[src/rtl/program_counter_if.sv]
// Signal bundle between upstream next-PC logic and the program counter register.
interface program_counter_if #(
  parameter int unsigned ADDR_W = 32
);
  logic              enable;
  logic [ADDR_W-1:0] addr_in;
  logic [ADDR_W-1:0] addr_out;
  logic [ADDR_W-1:0] addr_plus4;
  logic              misaligned;
  logic              loaded;

  modport master (
    output enable, addr_in,
    input  addr_out, addr_plus4, misaligned, loaded
  );

  modport slave (
    input  enable, addr_in,
    output addr_out, addr_plus4, misaligned, loaded
  );
endinterface

[src/rtl/program_counter.sv]
// Program counter register: loads addr_in on enabled edges, exposes PC+4,
// a misalignment flag, and a sticky "loaded since reset" indicator.
module program_counter #(
  parameter int unsigned       ADDR_W     = 32,
  parameter logic [ADDR_W-1:0] RESET_ADDR = 32'h0000_0000
) (
  input  logic clk,
  input  logic rst_n,
  program_counter_if.slave pc
);

  logic [ADDR_W-1:0] addr_q, addr_d;
  logic              loaded_q, loaded_d;

  always_comb begin
    addr_d   = addr_q;
    loaded_d = loaded_q;
    if (pc.enable) begin
      addr_d   = pc.addr_in;
      loaded_d = 1'b1;
    end
  end

  always_ff @(posedge clk or negedge rst_n) begin
    if (!rst_n) begin
      addr_q   <= RESET_ADDR;
      loaded_q <= 1'b0;
    end else begin
      addr_q   <= addr_d;
      loaded_q <= loaded_d;
    end
  end

  // Derived outputs come only from the register, never from addr_in.
  assign pc.addr_out   = addr_q;
  assign pc.addr_plus4 = addr_q + ADDR_W'(4);
  assign pc.misaligned = |addr_q[1:0];
  assign pc.loaded     = loaded_q;

endmodule

[src/flat_wrapper.sv]
// flat-port wrapper written by rule: the top's interface ports become plain ports
module program_counter_flat 
#(
  parameter int unsigned       ADDR_W     = 32,
  parameter logic [ADDR_W-1:0] RESET_ADDR = 32'h0000_0000
)
  (clk, rst_n, pc_enable, pc_addr_in, pc_addr_out, pc_addr_plus4, pc_misaligned, pc_loaded);
  program_counter_if #(.ADDR_W(ADDR_W)) pc_i ();
  input  logic clk;
  input  logic rst_n;
  input wire logic [$bits(pc_i.enable)-1:0] pc_enable;
  input wire logic [$bits(pc_i.addr_in)-1:0] pc_addr_in;
  output wire logic [$bits(pc_i.addr_out)-1:0] pc_addr_out;
  output wire logic [$bits(pc_i.addr_plus4)-1:0] pc_addr_plus4;
  output wire logic [$bits(pc_i.misaligned)-1:0] pc_misaligned;
  output wire logic [$bits(pc_i.loaded)-1:0] pc_loaded;
  assign pc_i.enable = pc_enable;
  assign pc_i.addr_in = pc_addr_in;
  assign pc_addr_out = pc_i.addr_out;
  assign pc_addr_plus4 = pc_i.addr_plus4;
  assign pc_misaligned = pc_i.misaligned;
  assign pc_loaded = pc_i.loaded;
  program_counter #(.ADDR_W(ADDR_W), .RESET_ADDR(RESET_ADDR)) u_core (.clk(clk), .rst_n(rst_n), .pc(pc_i));
endmodule
[config.mk]
export PLATFORM = sky130hd
export DESIGN_NAME = program_counter_flat
export DESIGN_NICKNAME = d
export VERILOG_FILES = /design/src/rtl/program_counter_if.sv /design/src/rtl/program_counter.sv /design/src/flat_wrapper.sv
export SDC_FILE = /design/constraint.sdc
export NUM_CORES = 1
export LEC_CHECK = 0
export BUFFER_PORTS_ARGS = -buffer_cell sky130_fd_sc_hd__clkbuf_2
export CORE_MARGIN = 2
export CORE_UTILIZATION = 44
export DETAILED_ROUTE_END_ITERATION = 8
export PLACE_DENSITY = 0.8
export SKIP_LAST_GASP = 1
export SYNTH_ARGS = -nofsm -noshare
export SYNTH_HDL_FRONTEND = slang
export SYNTH_SLANG_ARGS = --single-unit
[constraint.sdc]
create_clock -name clk -period 1.85 [get_ports clk]
set_input_delay 0.2775 -clock clk [delete_from_list [all_inputs] [get_ports clk]]
set_output_delay 0.2775 -clock clk [all_outputs]
set_load 0.02 [all_outputs]
# After elaboration in Yosys (flattened, before gate mapping)
# Cells that the tools add are included.
[totals] regBits=33 input_bits=35 out_inout_bits=66 word_cells=4
[op_classes] n_addsub=1 reduce_logical=1
[ops] cell="adder 32 x 3 -> 32 bit, second input constant" count=1
[ops] cell="OR reduction 2 bit" count=1

# Logic depth before layout (Yosys ltp)
# Gate-level depths: netlist (run 1).
[logic_depth] ltp_word=1 ltp_mapped=5

# Worst setup path after synthesis (run 1)
# OpenSTA, ideal clock, no wires.
[synth_path] path_type="register -> output" start="register u_core.addr_q[3] (netlist: u_core.pc.addr_out[3])" end="output pc_addr_plus4[14]" arrival_time_ns=1.815 setup_slack_ns=-0.243 path_stages_with_launch=6 n_path_buf=0 cell_sequence="dfrtp_1 > ha_1 > nand3_1 > or3_1 > nor3_2 > xor2_1"
[synth_via] elab_chain_len=1
[synth_rtl] element="start: declaration" line_no="program_counter.sv:12" source="logic [ADDR_W-1:0] addr_q, addr_d;"
[synth_rtl] element="start signal: assignment" line_no="program_counter.sv:29" source="addr_q <= addr_d;"
[synth_rtl] element="adder 32 x 3 -> 32 bit" line_no="program_counter.sv:36" source="assign pc.addr_plus4 = addr_q + ADDR_W'(4);"
[synth_rtl] element="end: declaration" line_no="flat_wrapper.sv:14" source="output wire logic [$bits(pc_i.addr_plus4)-1:0] pc_addr_plus4;"
# No other way between the ends.

# Worst setup path in the final report (run 1)
[layout_path] start="register u_core.addr_q[13] (netlist: u_core.pc.addr_out[13])" end="output pc_addr_plus4[31]"
# Same word-level chain as after synthesis.

==> results.cfg, run 1 <==
[finish]
multi_input_area_sq_um = 1269
layout.cells.non_filler = 352
utilization_pct = 85.46
syn2layout_area_growth_pct = 88.45
final_area_sq_um = 3369
drive_gt1_share_pct = 83.11
seq_area_sq_um = 847.1
layout.nets = 337
fillers = 197
diodes = 0

[pwr]
p_int_mw = 1.737
power_frac_seq_pct = 34.2
clkPwrFrac_pct = 31.7
p_switching_mw = 0.8387
vdd_drop_max_mv = 0.7043
combPwrFrac_pct = 34.1
p_per_area_nw_per_um2 = 764.4
p_sw_share_pct = 32.56
total_power_mw = 2.576
leakagePower_nw = 1.641

[route]
drt-total-wl_um = 6238
avgViaCountPerCell = 5.247
drc = 0
drtPass1Iterations = 4
wl_per_cell_um = 17.72
antenna_left = 0
first_iter_violations = 95
route.vias.total = 1847

[worst_setup_path]
r2r_end = u_core.pc.addr_out[4]$_DFFE_PN0P_
critPathMaxFanout = 6
reg2regPathDepth = 3
crit_path_top_delay_cell = dfrtp_2
cp-end-kind = output port
regToRegSetupSlack_ps = 770
worstSetupStartpointType = flip-flop
r2r-start = u_core.pc.addr_out[4]$_DFFE_PN0P_
critPathMaxStageDelay_ps = 380
cp_cell_sequence = buf_6 -> nand4_1 -> nor4_4 -> nand4_1 -> xnor2_2 -> buf_6
critPathBufInv = 2
cp_data_arrival_time_ps = 1920
critPathTopFamily = simple AND/OR/NAND/NOR gates
crit_required_ps = 1570
critPathKind = reg2out

[clock_tree]
cts.path.max_buffers = 2
cts_hold_buf = 0
clkSlewWorstSetupHoldPaths_ps = 70
cts_buffers = 5
root_buffer = clkbuf_8
ctsHtreeMaxLevel = 2
cts_tree = yes
clock-sinks = 33
insertion_delay_ps = 300

[outcome]
violations = setup timing
status = complete, but fails checks

[synthesis]
ys_dominant_reg_cell = dfrtp_1
synth.avg_cell_area_sq_um = 11.76
synth_cells = 152
synth_enable_flop_cells = 0
synth_xor_area_share_pct = 13.72
async_flop_share_pct = 100.0
synth_area_sq_um = 1788
yosys.area_share.simple_pct = 17.70
synthMuxAreaShare_pct = 18.26
synthAdderAreaFrac_pct = 0.6998
synth-seq-cells = 33
yosysSeqAreaShare_pct = 46.19
synth_top_family_by_area = multiplexers
yosysWarnings = 0
syn-num-nets = 188
yosysUniqueCellTypes = 26
synth_compound_area_share_pct = 0.8397

[floorplan]
die_y_um = 67.75
core-area_sq_um = 3943
die_w_um = 67.75
rows = 23
die_area_sq_um = 4589
initial_core_util_pct = 45.35
pin_count = 101

[timing]
tightest_slew_ps = 842.0
skew_ps = 0
hold_slack_ps = 72.58
fin_crit_sh_pct = 118.7
slew_headroom_pct = 43.86
rsz0062_at_grt = yes
min_period_ps = 2197
finalMaxSlewViolations = 0
max_freq_ghz = 0.4553
hold_violations = 0
setup_ws_ps = -346.5
setup_viol = 24
timing.setup.tns_ps = -4861

[grt]
grt_pass1_wl_um = 7921
grt_pass1_vias = 1661
antenna_found_initial = 0
grt_overflow = 0
grt_use_total_pct = 24.48
grt_max_degree = 34

[place]
placed_area_sq_um = 2685
placedCellCount = 324
dp_hpwl_um = 3505
gp_congestion = 0.7889
dp_slack_ps = -67.48
io_buffer_count = 100

[worst_hold_path]
hold_path.class = in2async

[flow_run]
maxCapViolations = 0
-- layout make-up --
type / instances / share of cell area (%)
repair buffers: 148 / 30.93
clock buffers: 5 / 2.042
inverters: 4 / 0.4456
well taps: 50 / 1.857
multi-input cells: 109 / 37.65
clock inverters: 3 / 1.931
flip-flops and latches: 33 / 25.14
-- power groups by stage --
stage          Sequential, mW  Combinational, mW  Clock, mW
2_1_floorplan           0.999              0.307          0
3_3_place_gp            0.877              0.721          0
3_5_place_dp            0.879              0.731          0
4_1_cts                 0.873              0.799      0.819
5_1_grt                 0.890              0.930      0.849
6_report                0.880              0.879      0.817
-- flip-flops by register name (all words and copies together) (netlist names) --
name,cells
u_core.pc.loaded,1
u_core.pc.addr_out,32
-- layout by cell type, fill, tap and decap left out --
| cell type | netlist | routed |
|---|---|---|
| xor2_1 | 6 | 4 |
| dfrtp_2 | 0 | 17 |
| nand4_4 | 1 | 2 |
| clkinv_2 | 0 | 1 |
| and3_1 | 3 | 1 |
| nand3_2 | 1 | 2 |
| xor2_2 | 0 | 2 |
| clkbuf_4 | 0 | 1 |
| nor4_4 | 2 | 3 |
| buf_4 | 2 | 49 |
| and4_1 | 1 | 1 |
| clkbuf_2 | 0 | 74 |
| nor3_4 | 0 | 2 |
| bufinv_16 | 0 | 2 |
| buf_12 | 0 | 1 |
| buf_6 | 0 | 16 |
| xnor2_2 | 0 | 18 |
| and3_2 | 0 | 1 |
| xnor2_1 | 22 | 4 |
| nand2_1 | 8 | 6 |
| nor2_2 | 1 | 1 |
| or2_2 | 2 | 2 |
| nor2_4 | 0 | 3 |
| or3_4 | 0 | 1 |
| dfrtp_1 | 33 | 16 |
| inv_1 | 4 | 4 |
| mux2_2 | 29 | 29 |
| and3_4 | 0 | 1 |
| ha_4 | 0 | 1 |
| nand3_1 | 13 | 4 |
| nand2_4 | 0 | 1 |
| clkbuf_8 | 0 | 12 |
| nand2_2 | 0 | 1 |
| o21ai_0 | 3 | 3 |
| nand4_1 | 8 | 8 |
| nand3_4 | 0 | 8 |
-- worst max path at each step --
| stage | startpoint | endpoint | slack (ps) | cells past startpoint |
|---|---|---|---|---|
| 2_1_floorplan | u_core.pc.addr_out[2]$_DFFE_PN0P_ | pc_addr_plus4[14] | -40 | 5 |
| 3_3_place_gp | u_core.pc.addr_out[2]$_DFFE_PN0P_ | pc_addr_plus4[14] | 10 | 6 |
| 3_5_place_dp | u_core.pc.addr_out[2]$_DFFE_PN0P_ | pc_addr_plus4[14] | -70 | 6 |
| 4_1_cts | u_core.pc.addr_out[2]$_DFFE_PN0P_ | pc_addr_plus4[14] | -310 | 6 |
| 5_1_grt | u_core.pc.addr_out[26]$_DFFE_PN0P_ | pc_addr_plus4[31] | -400 | 5 |
| 6_report | u_core.pc.addr_out[13]$_DFFE_PN0P_ | pc_addr_plus4[31] | -350 | 6 |
-- cells by family after synthesis --
logic type / count (synthesis)
DFF: 33
and+or+nand+nor: 48
adders and majority gates: 1
buffers and inverters: 10
xor gates and xnor gates: 28
AOI/OAI and AO/OA: 3
muxes: 29
-- Yosys cell counts, drive strengths merged, types with 2 or more instances --
cell	n	share of area, %
and3	3	1.0
nor4	3	2.7
nand4	10	4.7
nand3	14	4.2
dfrtp	33	46
nand2	8	1.7
mux2	29	18
inv	4	0.84
o21ai	3	0.84
nor3	2	0.84
nor2	4	0.98
xor2	6	2.9
buf	6	1.7
xnor2	22	11
or2	2	0.70
-- layer usage --
| metal | routed length [um] | GRT usage, % | up-vias |
|---|---|---|---|
| met5 | 0 | 0 | - |
| li1 | - | - | 834 |
| met2 | 3379 | 45.59 | 91 |
| met3 | 401 | 5.667 | 21 |
| met4 | 195 | 7.908 | 0 |
| met1 | 2261 | 27.17 | 901 |
-- timing repair --
| action | CTS | global route |
|---|---|---|
| resized for setup | 54 | 56 |
| setup buffers | 8 | 14 |
| gates cloned | 0 | 0 |
| pin swaps | 17 | 37 |
| endpoints found under the setup margin | 23 | 26 |
Note: power is estimated with default switching activity, not from simulation.
==> run 2, diff against run 1 <==
==> constraint.sdc (replaced) <==
create_clock -name clk -period 1.85 [get_ports clk]
set_input_delay 0.0925 -clock clk [delete_from_list [all_inputs] [get_ports clk]]
set_output_delay 0.0925 -clock clk [all_outputs]
set_load 0.02 [all_outputs]
==> run 2 against run 1 <==
Effect of this change:
- highest routed layer unchanged
- register-to-register slack gained 60 ps
- core utilization shrank 15 points
- sequential share of layout area grew 4.5 points
- die area is the same
- the run still ends with setup timing left
- largest power group unchanged
- maximum frequency grew 12%
- global-route usage shrank 4.3 points
- flip-flop and latch count is the same
==> results.cfg, run 2 (synthesized netlist as in run 1, its figures left out) <==
[worst_setup_path]
crit_path_top_delay_cell = dfrtp_1
critPathMaxStageDelay_ps = 370
r2r_end = u_core.pc.addr_out[4]$_DFFE_PN0P_
worstSetupStartpointType = flip-flop
cp-end-kind = output port
critPathMaxFanout = 3
cp_data_arrival_time_ps = 1880
critPathKind = reg2out
cp_cell_sequence = ha_2 -> nand3_4 -> or3_4 -> nor3_4 -> xor2_2 -> clkbuf_8
crit_required_ps = 1760
regToRegSetupSlack_ps = 830
r2r-start = u_core.pc.addr_out[4]$_DFFE_PN0P_
reg2regPathDepth = 2

[finish]
fillers = 285
final_area_sq_um = 2798
multi_input_area_sq_um = 1050
syn2layout_area_growth_pct = 56.47
final_common_cell = clkbuf_2
seq_area_sq_um = 829.5
layout.nets = 315
final_cell_mix = 82 x clkbuf_2, 37 x buf_4, 30 x dfrtp_1, 29 x mux2_2, 18 x xnor2_1
layout.cells.non_filler = 330
largest_reg_flops = 32
diodes = 0
drive_gt1_share_pct = 66.43
utilization_pct = 70.96

[route]
drc = 0
wl_met3_um = 278
wl_met1_um = 1785
wl_per_cell_um = 14.32
topRoutingLayerUsed = met4
route.vias.total = 1658
first_iter_violations = 30
drt-total-wl_um = 4724
avgViaCountPerCell = 5.024
drtPass1Iterations = 4
met2_length_um = 2558
antenna_left = 0

[worst_hold_path]
min_path_cells = 3
hold_path.class = in2reg
hp-start = pc_addr_in[6]
min_to = u_core.pc.addr_out[6]$_DFFE_PN0P_

[clock_tree]
root_buffer = clkbuf_8
ctsHtreeMaxLevel = 2
clkSlewWorstSetupHoldPaths_ps = 60
cts.path.max_buffers = 2
clock-sinks = 33
insertion_delay_ps = 270
cts_buffers = 5
cts_tree = yes

[place]
dp_slack_ps = 88.72
placed_area_sq_um = 2417
io_buffer_count = 100
dp_hpwl_um = 3266
gp_congestion = 0.8019
placedCellCount = 308

[pwr]
p_switching_mw = 0.7310
vdd_drop_max_mv = 0.5538
power_frac_seq_pct = 42.1
combPwrFrac_pct = 33.7
total_power_mw = 2.102
clkPwrFrac_pct = 24.2
p_int_mw = 1.371
p_per_area_nw_per_um2 = 751.4
leakagePower_nw = 1.340
p_sw_share_pct = 34.78

[outcome]
violations = setup timing
status = complete, but fails checks

[floorplan]
core-area_sq_um = 3943
die_y_um = 67.75
initial_core_util_pct = 45.35
pin_count = 101
die_w_um = 67.75
die_area_sq_um = 4589
rows = 23

[timing]
skew_ps = 0
setup_ws_ps = -118.5
fin_crit_sh_pct = 106.4
hold_slack_ps = 36.36
rsz0062_at_grt = yes
tightest_slew_ps = 844.1
hold_violations = 0
min_period_ps = 1969
slew_headroom_pct = 43.72
setup_viol = 12
timing.setup.tns_ps = -589.4
finalMaxSlewViolations = 0
max_freq_ghz = 0.5080

[grt]
antenna_found_initial = 0
grt_use_total_pct = 20.18
grt_overflow = 0
grt_pass1_wl_um = 6679
grt_max_degree = 37
grt_pass1_vias = 1475

[flow_run]
maxCapViolations = 0
## run 2: cell type report
type / instances / area share, %
well taps: 50 / 2.236
inverters: 4 / 0.5367
clock buffers: 8 / 2.862
multi-input cells: 109 / 37.52
repair buffers: 126 / 27.19
flip-flops and latches: 33 / 29.65
## run 2: critical path, delay by kind of cell, from the launching register on
family / cells / cell delay [ps]
AND/OR/NAND/NOR: 3 / 680
flip-flops: 1 / 370
adder cells (fa/ha/maj): 1 / 230
XOR/XNOR: 1 / 160
buffers and inverters: 1 / 160
## run 2: timing repair
item | in CTS | in global routing
gates resized for setup | 28 | 33
endpoints found under the setup margin | 20 | 20
pin swaps | 8 | 9
hold buffers | 1 | 0
gates cloned | 0 | 0
hold endpoints to repair | 33 | 0
buffers inserted | 7 | 6
## run 2: power by group through the flow
| stage | clock (mW) | combinational, mW | sequential (mW) |
|---|---|---|---|
| 5_1_grt | 0.550 | 0.757 | 0.897 |
| 3_3_place_gp | 0 | 0.627 | 0.885 |
| 3_5_place_dp | 0 | 0.633 | 0.891 |
| 2_1_floorplan | 0 | 0.285 | 0.981 |
| 4_1_cts | 0.529 | 0.687 | 0.878 |
| 6_report | 0.508 | 0.709 | 0.885 |
## run 2: worst max-delay path by stage
stage / to / start
finish: pc_addr_plus4[14] / u_core.pc.addr_out[3]$_DFFE_PN0P_
floorplan: pc_addr_plus4[12] / u_core.pc.addr_out[3]$_DFFE_PN0P_
detailed placement: pc_addr_plus4[14] / u_core.pc.addr_out[2]$_DFFE_PN0P_
CTS: pc_addr_plus4[14] / u_core.pc.addr_out[3]$_DFFE_PN0P_
global placement: pc_addr_plus4[14] / u_core.pc.addr_out[2]$_DFFE_PN0P_
global route: pc_addr_plus4[14] / u_core.pc.addr_out[3]$_DFFE_PN0P_
## run 2: routing by layer
metal	up-vias	GRT usage, %
met2	53	35.42
met1	803	22.42
met3	12	6.500
met4	0	8.163
li1	790	-
met5	-	0
